`config.mk`:
```
export PLATFORM = sky130hd
export DESIGN_NAME = aes_round_sequencer
export DESIGN_NICKNAME = d
export VERILOG_FILES = /design/src/rtl/aes_pkg.sv /design/src/rtl/aes_round_counter.sv /design/src/rtl/aes_round_sequencer.sv
export SDC_FILE = /design/constraint.sdc
export NUM_CORES = 1
export LEC_CHECK = 0
export BUFFER_PORTS_ARGS = -buffer_cell sky130_fd_sc_hd__buf_2
export CAP_MARGIN = 15
export CORE_MARGIN = 2
export CORE_UTILIZATION = 50
export DETAILED_ROUTE_END_ITERATION = 10
export PLACE_DENSITY = 0.71
export SLEW_MARGIN = 10
export SYNTH_ARGS = -nofsm -noshare
export SYNTH_HDL_FRONTEND = slang
export SYNTH_HIERARCHICAL = 1
export SYNTH_SLANG_ARGS = --single-unit
```
`constraint.sdc`:
```
create_clock -name clk -period 2.4 [get_ports clk]
set_input_delay 0.24 -clock clk [delete_from_list [all_inputs] [get_ports clk]]
set_output_delay 0.24 -clock clk [all_outputs]
set_load 0.01 [all_outputs]
```
`src/rtl/aes_pkg.sv`:
```
// Shared definitions for the AES round sequencer: FSM states, key-length codes
// and the round-count lookup.
package aes_pkg;

    typedef enum logic [2:0] {
        ST_IDLE   = 3'd0,
        ST_KEYEXP = 3'd1,
        ST_INIT   = 3'd2,
        ST_ROUND  = 3'd3,
        ST_DONE   = 3'd4
    } state_t;

    localparam logic [1:0] KEY_LEN_128 = 2'd0;
    localparam logic [1:0] KEY_LEN_192 = 2'd1;
    localparam logic [1:0] KEY_LEN_256 = 2'd2;

    localparam logic [3:0] NR_128 = 4'd10;
    localparam logic [3:0] NR_192 = 4'd12;
    localparam logic [3:0] NR_256 = 4'd14;

    // The reserved code 3 falls back to AES-128.
    function automatic logic [3:0] nr_lookup(input logic [1:0] kl);
        case (kl)
            KEY_LEN_128: return NR_128;
            KEY_LEN_192: return NR_192;
            KEY_LEN_256: return NR_256;
            default:     return NR_128;
        endcase
    endfunction

    // Round index shown in INIT: 0 for encryption, Nr for decryption.
    function automatic logic [3:0] init_idx(input logic dec, input logic [3:0] nr);
        return dec ? nr : 4'd0;
    endfunction

endpackage

```
`src/rtl/aes_round_counter.sv`:
```
// Loadable up/down counter with enable and terminal-count flag; also exposes the
// value it will hold after the next edge so callers can register derived outputs.
module aes_round_counter #(
    parameter int W = 4
) (
    input  logic         clk,
    input  logic         reset_n,
    input  logic         load,
    input  logic [W-1:0] load_val,
    input  logic         en,
    input  logic         up,
    input  logic [W-1:0] term_val,
    output logic [W-1:0] count,
    output logic [W-1:0] count_next,
    output logic         tc
);

    logic [W-1:0] count_reg;

    always_comb begin
        count_next = count_reg;
        if (load) begin
            count_next = load_val;
        end else if (en) begin
            count_next = up ? count_reg + W'(1) : count_reg - W'(1);
        end
    end

    always_ff @(posedge clk or negedge reset_n) begin
        if (!reset_n) begin
            count_reg <= '0;
        end else begin
            count_reg <= count_next;
        end
    end

    assign count = count_reg;
    assign tc    = (count_reg == term_val);

endmodule

```
`src/rtl/aes_round_sequencer.sv`:
```
// Round-control FSM for the AES core (AES-128/192/256) with start/busy/done handshake,
// key-expansion gating and datapath stall. Define AES_DECRYPT_EN for descending rounds.
module aes_round_sequencer
    import aes_pkg::*;
#(
    parameter int NR_MAX   = 14,
    parameter int KEXP_LAT = 4
) (
    input  logic              clk,
    input  logic              reset_n,
    input  logic              start,
    input  logic [1:0]        key_len,
    input  logic              key_change,
    input  logic              hold,
`ifdef AES_DECRYPT_EN
    input  logic              decrypt,
`endif
    output logic              busy,
    output logic              done,
    output logic              key_load,
    output logic [3:0]        round_idx,
    output logic [NR_MAX-1:0] round_onehot,
    output logic              first_round,
    output logic              last_round
);

    state_t      state_reg, state_next;
    logic [3:0]  nr_reg, nr_next;
    logic        key_pending_reg, key_pending_next;
    logic        decrypt_reg, decrypt_next, decrypt_sel;

    logic        rc_load, rc_en, rc_tc;
    logic [3:0]  rc_load_val, rc_count, rc_count_next, rc_term;
    logic        kexp_load, kexp_en, kexp_tc;
    logic [3:0]  kexp_count, kexp_count_next;
    logic        kexp_unused;

    logic              busy_reg, done_reg, key_load_reg, first_round_reg, last_round_reg;
    logic [NR_MAX-1:0] onehot_reg, onehot_next;
    logic [3:0]        bit_idx;
    logic              in_round_next;

`ifdef AES_DECRYPT_EN
    assign decrypt_sel = decrypt;

    always_ff @(posedge clk or negedge reset_n) begin
        if (!reset_n) begin
            decrypt_reg <= 1'b0;
        end else begin
            decrypt_reg <= decrypt_next;
        end
    end
`else
    logic decrypt_unused;
    assign decrypt_sel    = 1'b0;
    assign decrypt_reg    = 1'b0;
    assign decrypt_unused = decrypt_next;
`endif

    assign rc_term = decrypt_reg ? 4'd0 : nr_reg;

    aes_round_counter #(.W(4)) u_round_cnt (
        .clk        (clk),
        .reset_n    (reset_n),
        .load       (rc_load),
        .load_val   (rc_load_val),
        .en         (rc_en),
        .up         (~decrypt_reg),
        .term_val   (rc_term),
        .count      (rc_count),
        .count_next (rc_count_next),
        .tc         (rc_tc)
    );

    // Counts KEXP_LAT-1 down to 0; terminal count marks the last KEYEXP cycle.
    aes_round_counter #(.W(4)) u_kexp_cnt (
        .clk        (clk),
        .reset_n    (reset_n),
        .load       (kexp_load),
        .load_val   (4'(KEXP_LAT - 1)),
        .en         (kexp_en),
        .up         (1'b0),
        .term_val   (4'd0),
        .count      (kexp_count),
        .count_next (kexp_count_next),
        .tc         (kexp_tc)
    );

    assign kexp_unused = ^{kexp_count, kexp_count_next};

    always_comb begin
        state_next       = state_reg;
        nr_next          = nr_reg;
        decrypt_next     = decrypt_reg;
        key_pending_next = key_pending_reg | key_change;
        rc_load          = 1'b0;
        rc_load_val      = 4'd0;
        rc_en            = 1'b0;
        kexp_load        = 1'b0;
        kexp_en          = 1'b0;
        case (state_reg)
            ST_IDLE: begin
                if (start) begin
                    nr_next      = nr_lookup(key_len);
                    decrypt_next = decrypt_sel;
                    // A key change arriving with the start still forces expansion.
                    if (key_pending_reg || key_change) begin
                        state_next       = ST_KEYEXP;
                        key_pending_next = 1'b0;
                        kexp_load        = 1'b1;
                    end else begin
                        state_next  = ST_INIT;
                        rc_load     = 1'b1;
                        rc_load_val = init_idx(decrypt_next, nr_next);
                    end
                end
            end
            ST_KEYEXP: begin
                if (!hold) begin
                    kexp_en = 1'b1;
                    if (kexp_tc) begin
                        state_next  = ST_INIT;
                        rc_load     = 1'b1;
                        rc_load_val = init_idx(decrypt_reg, nr_reg);
                    end
                end
            end
            ST_INIT: begin
                if (!hold) begin
                    state_next = ST_ROUND;
                    rc_en      = 1'b1;
                end
            end
            ST_ROUND: begin
                if (!hold) begin
                    if (rc_tc) begin
                        state_next  = ST_DONE;
                        rc_load     = 1'b1;
                        rc_load_val = 4'd0;
                    end else begin
                        rc_en = 1'b1;
                    end
                end
            end
            ST_DONE: begin
                state_next = ST_IDLE;
            end
            default: begin
                state_next = ST_IDLE;
            end
        endcase
    end

    assign in_round_next = (state_next == ST_ROUND);
    assign bit_idx       = decrypt_reg ? rc_count_next : rc_count_next - 4'd1;

    genvar gi;
    generate
        for (gi = 0; gi < NR_MAX; gi++) begin : g_onehot
            assign onehot_next[gi] = in_round_next && (32'(bit_idx) == 32'(gi));
        end
    endgenerate

    always_ff @(posedge clk or negedge reset_n) begin
        if (!reset_n) begin
            state_reg       <= ST_IDLE;
            nr_reg          <= NR_128;
            key_pending_reg <= 1'b1;
            busy_reg        <= 1'b0;
            done_reg        <= 1'b0;
            key_load_reg    <= 1'b0;
            first_round_reg <= 1'b0;
            last_round_reg  <= 1'b0;
            onehot_reg      <= '0;
        end else begin
            state_reg       <= state_next;
            nr_reg          <= nr_next;
            key_pending_reg <= key_pending_next;
            busy_reg        <= (state_next == ST_KEYEXP) || (state_next == ST_INIT) || in_round_next;
            done_reg        <= (state_next == ST_DONE);
            key_load_reg    <= (state_reg == ST_IDLE) && (state_next == ST_KEYEXP);
            first_round_reg <= (state_next == ST_INIT);
            last_round_reg  <= in_round_next && (rc_count_next == rc_term);
            onehot_reg      <= onehot_next;
        end
    end

    assign busy         = busy_reg;
    assign done         = done_reg;
    assign key_load     = key_load_reg;
    assign round_idx    = rc_count;
    assign round_onehot = onehot_reg;
    assign first_round  = first_round_reg;
    assign last_round   = last_round_reg;

endmodule
```
==> results of run 1 <==
final cells by class:
type / instances / area, um^2 / share of cell area
clock buffer: 5 / 37.5 / 0.0161
clock inverter: 3 / 17.5 / 0.00751
inverter: 7 / 26.3 / 0.0113
multi-input combinational: 136 / 1040 / 0.445
sequential: 33 / 831 / 0.356
tap: 46 / 57.6 / 0.0247
timing repair buffer: 52 / 324 / 0.139
critical path: stages (launching register included):
cell and delay [ns]:
dfstp_2 0.57, xor2_2 0.16, nor4_2 0.06, nand2_1 0.13, nor3_2 0.06, a221o_1 0.35, nand3b_1 0.19, a221o_1 0.37
nand3_4 0.12, buf_4 0.14, nand3_1 0.09, nor2_1 0.11
final timing paths:
| path | startpoint | endpoint | slack (ns) | cells past startpoint |
|---|---|---|---|---|
| max reg2reg | nr_reg[1]$_DFFE_PN1P_ | last_round$_DFF_PN0_ | -0.03 | 11 |
| min reg2reg | nr_reg[1]$_DFFE_PN1P_ | nr_reg[1]$_DFFE_PN1P_ | 0.63 | 3 |
| max | nr_reg[1]$_DFFE_PN1P_ | last_round$_DFF_PN0_ | -0.03 | 11 |
| min | key_len[0] | nr_reg[1]$_DFFE_PN1P_ | 0.17 | 3 |
| max in group asynchronous | reset_n | u_round_cnt/count[1]$_DFF_PN0_ | 1.45 | 2 |
| min in group asynchronous | reset_n | round_onehot[1]$_DFF_PN0_ | 0.46 | 2 |
metrics by stage:
step	utilization	instance area, um^2	total power (uW)
2_1_floorplan	-	1820	1840
3_3_place_gp	0.632	2110	2280
3_5_place_dp	0.632	2110	2340
4_1_cts	0.666	2220	2720
5_1_grt	0.699	2330	3170
6_report	0.699	2330	2960
cells in the final DEF, fill, tap and decap left out, drive strengths merged, types with 6 or more instances in the layout:
cell type	count
dfrtp	31
buf	51
inv	7
nor2	6
nor3	13
o21ai	9
nand3	7
conb	24
nand2	10
xor2	10
power by group:
part / switching [uW] / internal [uW] / leakage, uW / total, uW
combinational: 987 / 781 / 0.000693 / 1770
sequential: 131 / 747 / 0.000422 / 877
clock: 202 / 110 / 0.0000310 / 312
layer usage:
layer,vias up,part of all wire,GRT usage
met2,49,0.49,0.333
met1,689,0.44,0.242
met3,8,0.052,0.0468
met5,-,0,0
li1,694,-,-
met4,0,0.018,0.108
cell families (layout without fill, tap and decap cells):
| logic type | after synthesis | count (layout) | share of synthesized area |
|---|---|---|---|
| fa+ha+maj | 7 | 7 | 0.0593 |
| other cells | 2 | 24 | 0.00434 |
| xor+xnor | 14 | 14 | 0.0709 |
| compound gates | 21 | 21 | 0.0832 |
| flops | 33 | 33 | 0.479 |
| simple gates | 66 | 66 | 0.247 |
| mux | 4 | 4 | 0.0232 |
| buf+inv | 12 | 67 | 0.0333 |
cells in the mapped netlist, drive strengths merged:
library cell,n
nor3,13
inv,7
nor4b,2
fa,2
mux2i,4
nor2b,2
dfrtp,31
xnor2,4
or4b,2
clkbuf,2
a222oi,1
a221o,2
nor3b,5
a21oi,2
a22oi,2
buf,3
nand3b,2
nor4,5
xor2,10
conb,2
nand4,2
nand2,10
nor4bb,2
nand4b,1
dfstp,2
a21o,1
ha,5
o2bb2ai,2
nand3,7
and3b,1
o22ai,1
o211ai,1
o21ai,9
or3b,1
nand2b,5
nor2,6
timing repair:
item / 4_1_cts / 5_1_grt
pin swaps: 3 / 2
endpoints found under the hold margin: 31 / 0
hold buffers: 1 / 0
setup buffers: 2 / 4
endpoints found under the setup margin: 15 / 15
resized for setup: 5 / 18
==> flow_summary.yaml, run 1 <==
run_status:
  status: "finished, violations left"
  failed_checks: "negative setup slack"
floorplan:
  initial_core_util: 0.518
  dieArea_um2: 3940
  io_pins: 30
  die_h_um: 62.8
  die_width_um: 62.8
  core-area_um2: 3340
  rows: 21
yosys:
  yosysTopAreaCellShare: 0.449
  synth_top_area_cell: "dfrtp_1"
  syn_area_per_cell_um2: 10.9
  synth_area_um2: 1730
  synthTopCellsByArea: "dfrtp_1 (45%), xor2_1 (5.1%), nor3_1 (3.8%)"
  synth_cells: 159
  ys_seq_area_frac: 0.479
  yosysWarnings: 6
  ys_ff_latch: 33
  synth_cell_type_count: 43
sta:
  finalCritPeriodShare: 1.01
  fin_setup_tns_ns: -0.0278
  setup_ws_ns: -0.0278
  tightest_slew_ns: 0.694
  period_minus_slack_ns: 2.43
  grt_setup_unrepaired: "yes"
  whs_ns: 0.167
  maxSlewViolCount: 0
  hold_viol: 0
  setup_viol: 1
  fmax_mhz: 412
  skew_ns: 0.00561
  maxSlewHeadroom: 0.537
layout:
  area_delta_synth_final_pct: 34.9
  antennaDiodeCount: 0
  nets: 249
  fin_cells: 282
  n_fill_cell: 271
  layout-drive-gt1-share: 0.364
  largest_reg_flops: 14
clock_network:
  cts_made_buffers: 5
  cts.path.max_buffers: 2
  clock-sinks: 33
  cts_tree: "yes"
  path_clk_slew_ns: 0.10
  clkLatencyLatePin_ns: 0.35
  htreeDepth: 2
  cts-root-buf: "clkbuf_4"
place:
  portBuffers: 29
  dp_cells: 267
  routabilityCongestion: 0.848
  place_hpwl_um: 2680
  place_ws_ns: -0.330
global_routing:
  grt_max_degree: 34
  track_usage: 0.201
  gr-total-overflow: 0
  grt_pass1_wl_um: 6110
  grt_pass1_vias: 1368
  antenna_found_initial: 0
pwr:
  power.density_nw_per_um2: 1270
  vdd_drop_max_uv: 755
  p_leak_uw: 0.00115
worst_setup_path:
  crit_type: "flop to flop"
  crit_arrival_ns: 2.71
  crit_required_ns: 2.68
  crit_path_end_kind: "flop"
  startpoint_type: "flop"
  crit_fanout: 7
routing:
  ant_nets: 0
  drt_iter0_markers: 77
  drcViolationCount: 0
  via_per_inst: 5.11
  vias: 1440
  wirelength_um: 3810
  wire_per_inst_um: 13.5
  drt-pass1-iter-count: 6
flow_run:
  max-cap-violations: 0
min_path:
  hp-class: "input port to flop"
(Power assumes the default switching activity.)
==> inputs of run 2 (changes only) <==
ABC_AREA = 1   (was not set)
==> run 2 against run 1 <==
Compared with the run above: register-to-register slack better by 0.09 ns; power up 8.2%; wire length down 2.2%; flip-flop and latch count unchanged; setup slack better by 0.086 ns; sequential share of layout area down 0.48 points; via count up 9.0%; core utilization down 4.5 points; clock skew down 0.00061 ns; critical endpoint is now round_onehot[10]$_DFF_PN0_; sequential power down 0.7%; fmax up 3.7%; the flow finishes with violations (negative hold slack); final cell count up 17%.
==> flow_summary.yaml, run 2 <==
min_path:
  hp-class: "input port to async pin"
yosys:
  synth_edf_count: 0
  synth_area_um2: 1840
  syn_area_per_cell_um2: 8.55
  synth_top_area_cell: "dfrtp_1"
  synthTopCellsByCount: "nand2_1 (41), dfrtp_1 (31), nor2_1 (25), inv_1 (24)"
  yosysWarnings: 6
  yosysMostFrequentCell: "nand2_1"
  synth_cell_type_count: 27
  muxShareOfSynthArea: 0
  synthTopCellsByArea: "dfrtp_1 (42%), nand2_1 (8.4%), nor2_4 (6.1%)"
  synth_top_family_by_area: "simple AND/OR/NAND/NOR gates"
  ys_ff_latch: 33
  yosysTopAreaCellShare: 0.422
  synth_cells: 215
  synth-simple-area-share: 0.300
  synth_fa_ha_area_frac: 0.0558
  synth_xor_xnor_area_share: 0.0572
  ys_seq_area_frac: 0.451
  synth-compound-area-share: 0.0531
  synth_ff_type: "dfrtp_1"
  async_reset_ff_frac: 1.00
pwr:
  p_leak_uw: 0.00122
  seq_power_share: 0.272
  p_switching_uw: 1460
  power.density_nw_per_um2: 1360
  combPwrFrac: 0.604
  clkPwrFrac: 0.124
  p_sw_frac: 0.457
  internal-power_uw: 1740
  total_power_uw: 3200
  vdd_drop_max_uv: 1110
place:
  routabilityCongestion: 0.730
  portBuffers: 29
  place_area_um2: 2150
  dp_cells: 314
  place_hpwl_um: 2590
routing:
  drt-pass1-iter-count: 4
  wirelength_um: 3730
  ant_nets: 0
  vias: 1569
  wire_per_inst_um: 11.3
  via_per_inst: 4.74
  drt_iter0_markers: 57
  drcViolationCount: 0
layout:
  n_fill_cell: 308
  layout-drive-gt1-share: 0.311
  largest_reg_flops: 14
  final_common_cell: "nand2_1"
  seq_area_um2: 828
  nets: 296
  post-route-util: 0.654
  stdcell_area_um2: 2360
  mostFrequentLayoutCells: "nand2_1 (41), dfrtp_1 (31), buf_2 (31), inv_1 (22), nor2_1 (21)"
  multi_input_area_um2: 980
  fin_cells: 331
  area_delta_synth_final_pct: 28.3
  antennaDiodeCount: 0
worst_setup_path:
  reg2reg_depth: 15
  startpoint_type: "flop"
  crit_slowest_cell: "dfrtp_1"
  crit_fanout: 6
  r2r_start: "u_kexp_cnt/count[2]$_DFF_PN0_"
  crit_chain: "xnor2_1, nand2_1, nor3_2, inv_1, nor2_2, nand3_1, nand2_1, or2_1, buf_6, a21oi_1, a21oi_2, buf_6, buf_4, nand4_1, nor2_4"
  crit_type: "flop to flop"
  rrSetupSlack_ns: 0.06
  crit_arrival_ns: 2.56
  crit_required_ns: 2.62
  critPathMaxStageDelay_ns: 0.41
  crit_path_end_kind: "flop"
  rr_endpoint: "round_onehot[10]$_DFF_PN0_"
floorplan:
  io_pins: 30
  dieArea_um2: 4180
  die_width_um: 64.6
  rows: 22
  core-area_um2: 3610
  initial_core_util: 0.510
  die_h_um: 64.6
run_status:
  failed_checks: "negative hold slack"
  status: "finished, violations left"
sta:
  tightest_slew_ns: 0.701
  skew_ns: 0.00500
  hold_viol: 4
  maxSlewHeadroom: 0.533
  grt_setup_unrepaired: "yes"
  maxSlewViolCount: 0
  setup_viol: 0
  finalCritPeriodShare: 0.976
  whs_ns: -0.00910
  fmax_mhz: 427
  period_minus_slack_ns: 2.34
clock_network:
  htreeDepth: 2
  cts_made_buffers: 5
  cts_tree: "yes"
  path_clk_slew_ns: 0.06
  cts-root-buf: "clkbuf_8"
  clock-sinks: 33
  cts_hold_buf: 0
  cts.path.max_buffers: 2
  clkLatencyLatePin_ns: 0.29
global_routing:
  antenna_found_initial: 0
  grt_max_degree: 34
  grt_pass1_vias: 1382
  grt_pass1_wl_um: 6030
  gr-total-overflow: 0
  track_usage: 0.191
flow_run:
  max-cap-violations: 0
-- run 2: cell types whose count changed after synthesis, moves of 11 or more --
cell / change
nand4_1: +11
inv_1: +17
nor2_1: +19
nor3_1: -11
nand2_1: +31
-- run 2: logic make-up (layout without fill, tap and decap cells) --
group | Yosys count | count (layout)
AND/OR/NAND/NOR | 109 | 109
flip-flops | 33 | 33
buffers and inverters | 33 | 85
AO/OA/AOI/OAI | 19 | 19
XOR/XNOR | 12 | 12
adder cells (fa/ha/maj) | 7 | 7
other | 2 | 18
-- run 2: per-layer routing --
| layer | track usage | part of all wire |
|---|---|---|
| met1 | 0.235 | 0.42 |
| met2 | 0.326 | 0.52 |
| met3 | 0.0469 | 0.040 |
| met4 | 0.0718 | 0.017 |
| met5 | 0 | 0 |
-- run 2: worst max-delay path by stage --
| stage | depth (start not counted) | to | from | slack, ns |
|---|---|---|---|---|
| 5_1_grt | 15 | last_round$_DFF_PN0_ | u_kexp_cnt/count[2]$_DFF_PN0_ | -0.07 |
| 3_3_place_gp | 15 | round_onehot[3]$_DFF_PN0_ | u_kexp_cnt/count[1]$_DFF_PN0_ | 0.05 |
| 2_1_floorplan | 9 | round_onehot[1]$_DFF_PN0_ | nr_reg[1]$_DFFE_PN1P_ | 0.19 |
| 6_report | 15 | round_onehot[10]$_DFF_PN0_ | u_kexp_cnt/count[2]$_DFF_PN0_ | 0.06 |
| 4_1_cts | 15 | round_onehot[7]$_DFF_PN0_ | u_kexp_cnt/count[1]$_DFF_PN0_ | 0.04 |
| 3_5_place_dp | 15 | round_onehot[7]$_DFF_PN0_ | u_kexp_cnt/count[1]$_DFF_PN0_ | 0.02 |
-- run 2: what timing repair did --
item / 4_1_cts / 5_1_grt
resized for setup: 1 / 20
buffers inserted: 0 / 7
pin swaps: 0 / 7
endpoints found under the setup margin: 2 / 15
gates cloned: 0 / 2
-- run 2: layout make-up --
type,count,area share
repair buffers,49,0.128
flip-flops and latches,33,0.351
multi-input cells,165,0.416
inverters,28,0.0456
clock buffers,8,0.0340
well taps,48,0.0255
-- run 2: per-stage QoR --
step                TNS (ns)  setup slack [ns]
finish                     0            0.0587
global route          -0.230           -0.0718
CTS                        0            0.0435
detailed placement         0            0.0213
global placement           0            0.0482
floorplan                  0             0.191
-- run 2: critical path: cells and delay by family (launching register included) --
family	cells	cell delay [ns]
AOI/OAI and AO/OA	2	0.21
xor gates and xnor gates	1	0.15
buffers and inverters	4	0.48
DFF	1	0.41
and+or+nand+nor	8	1.03
-- run 2: power groups by stage --
stage / Clock, uW / Combinational (uW) / Sequential [uW]
floorplan: 0 / 1150 / 911
global placement: 0 / 1580 / 877
detailed placement: 0 / 1610 / 880
CTS: 406 / 1630 / 874
global route: 438 / 2150 / 890
finish: 397 / 1930 / 871
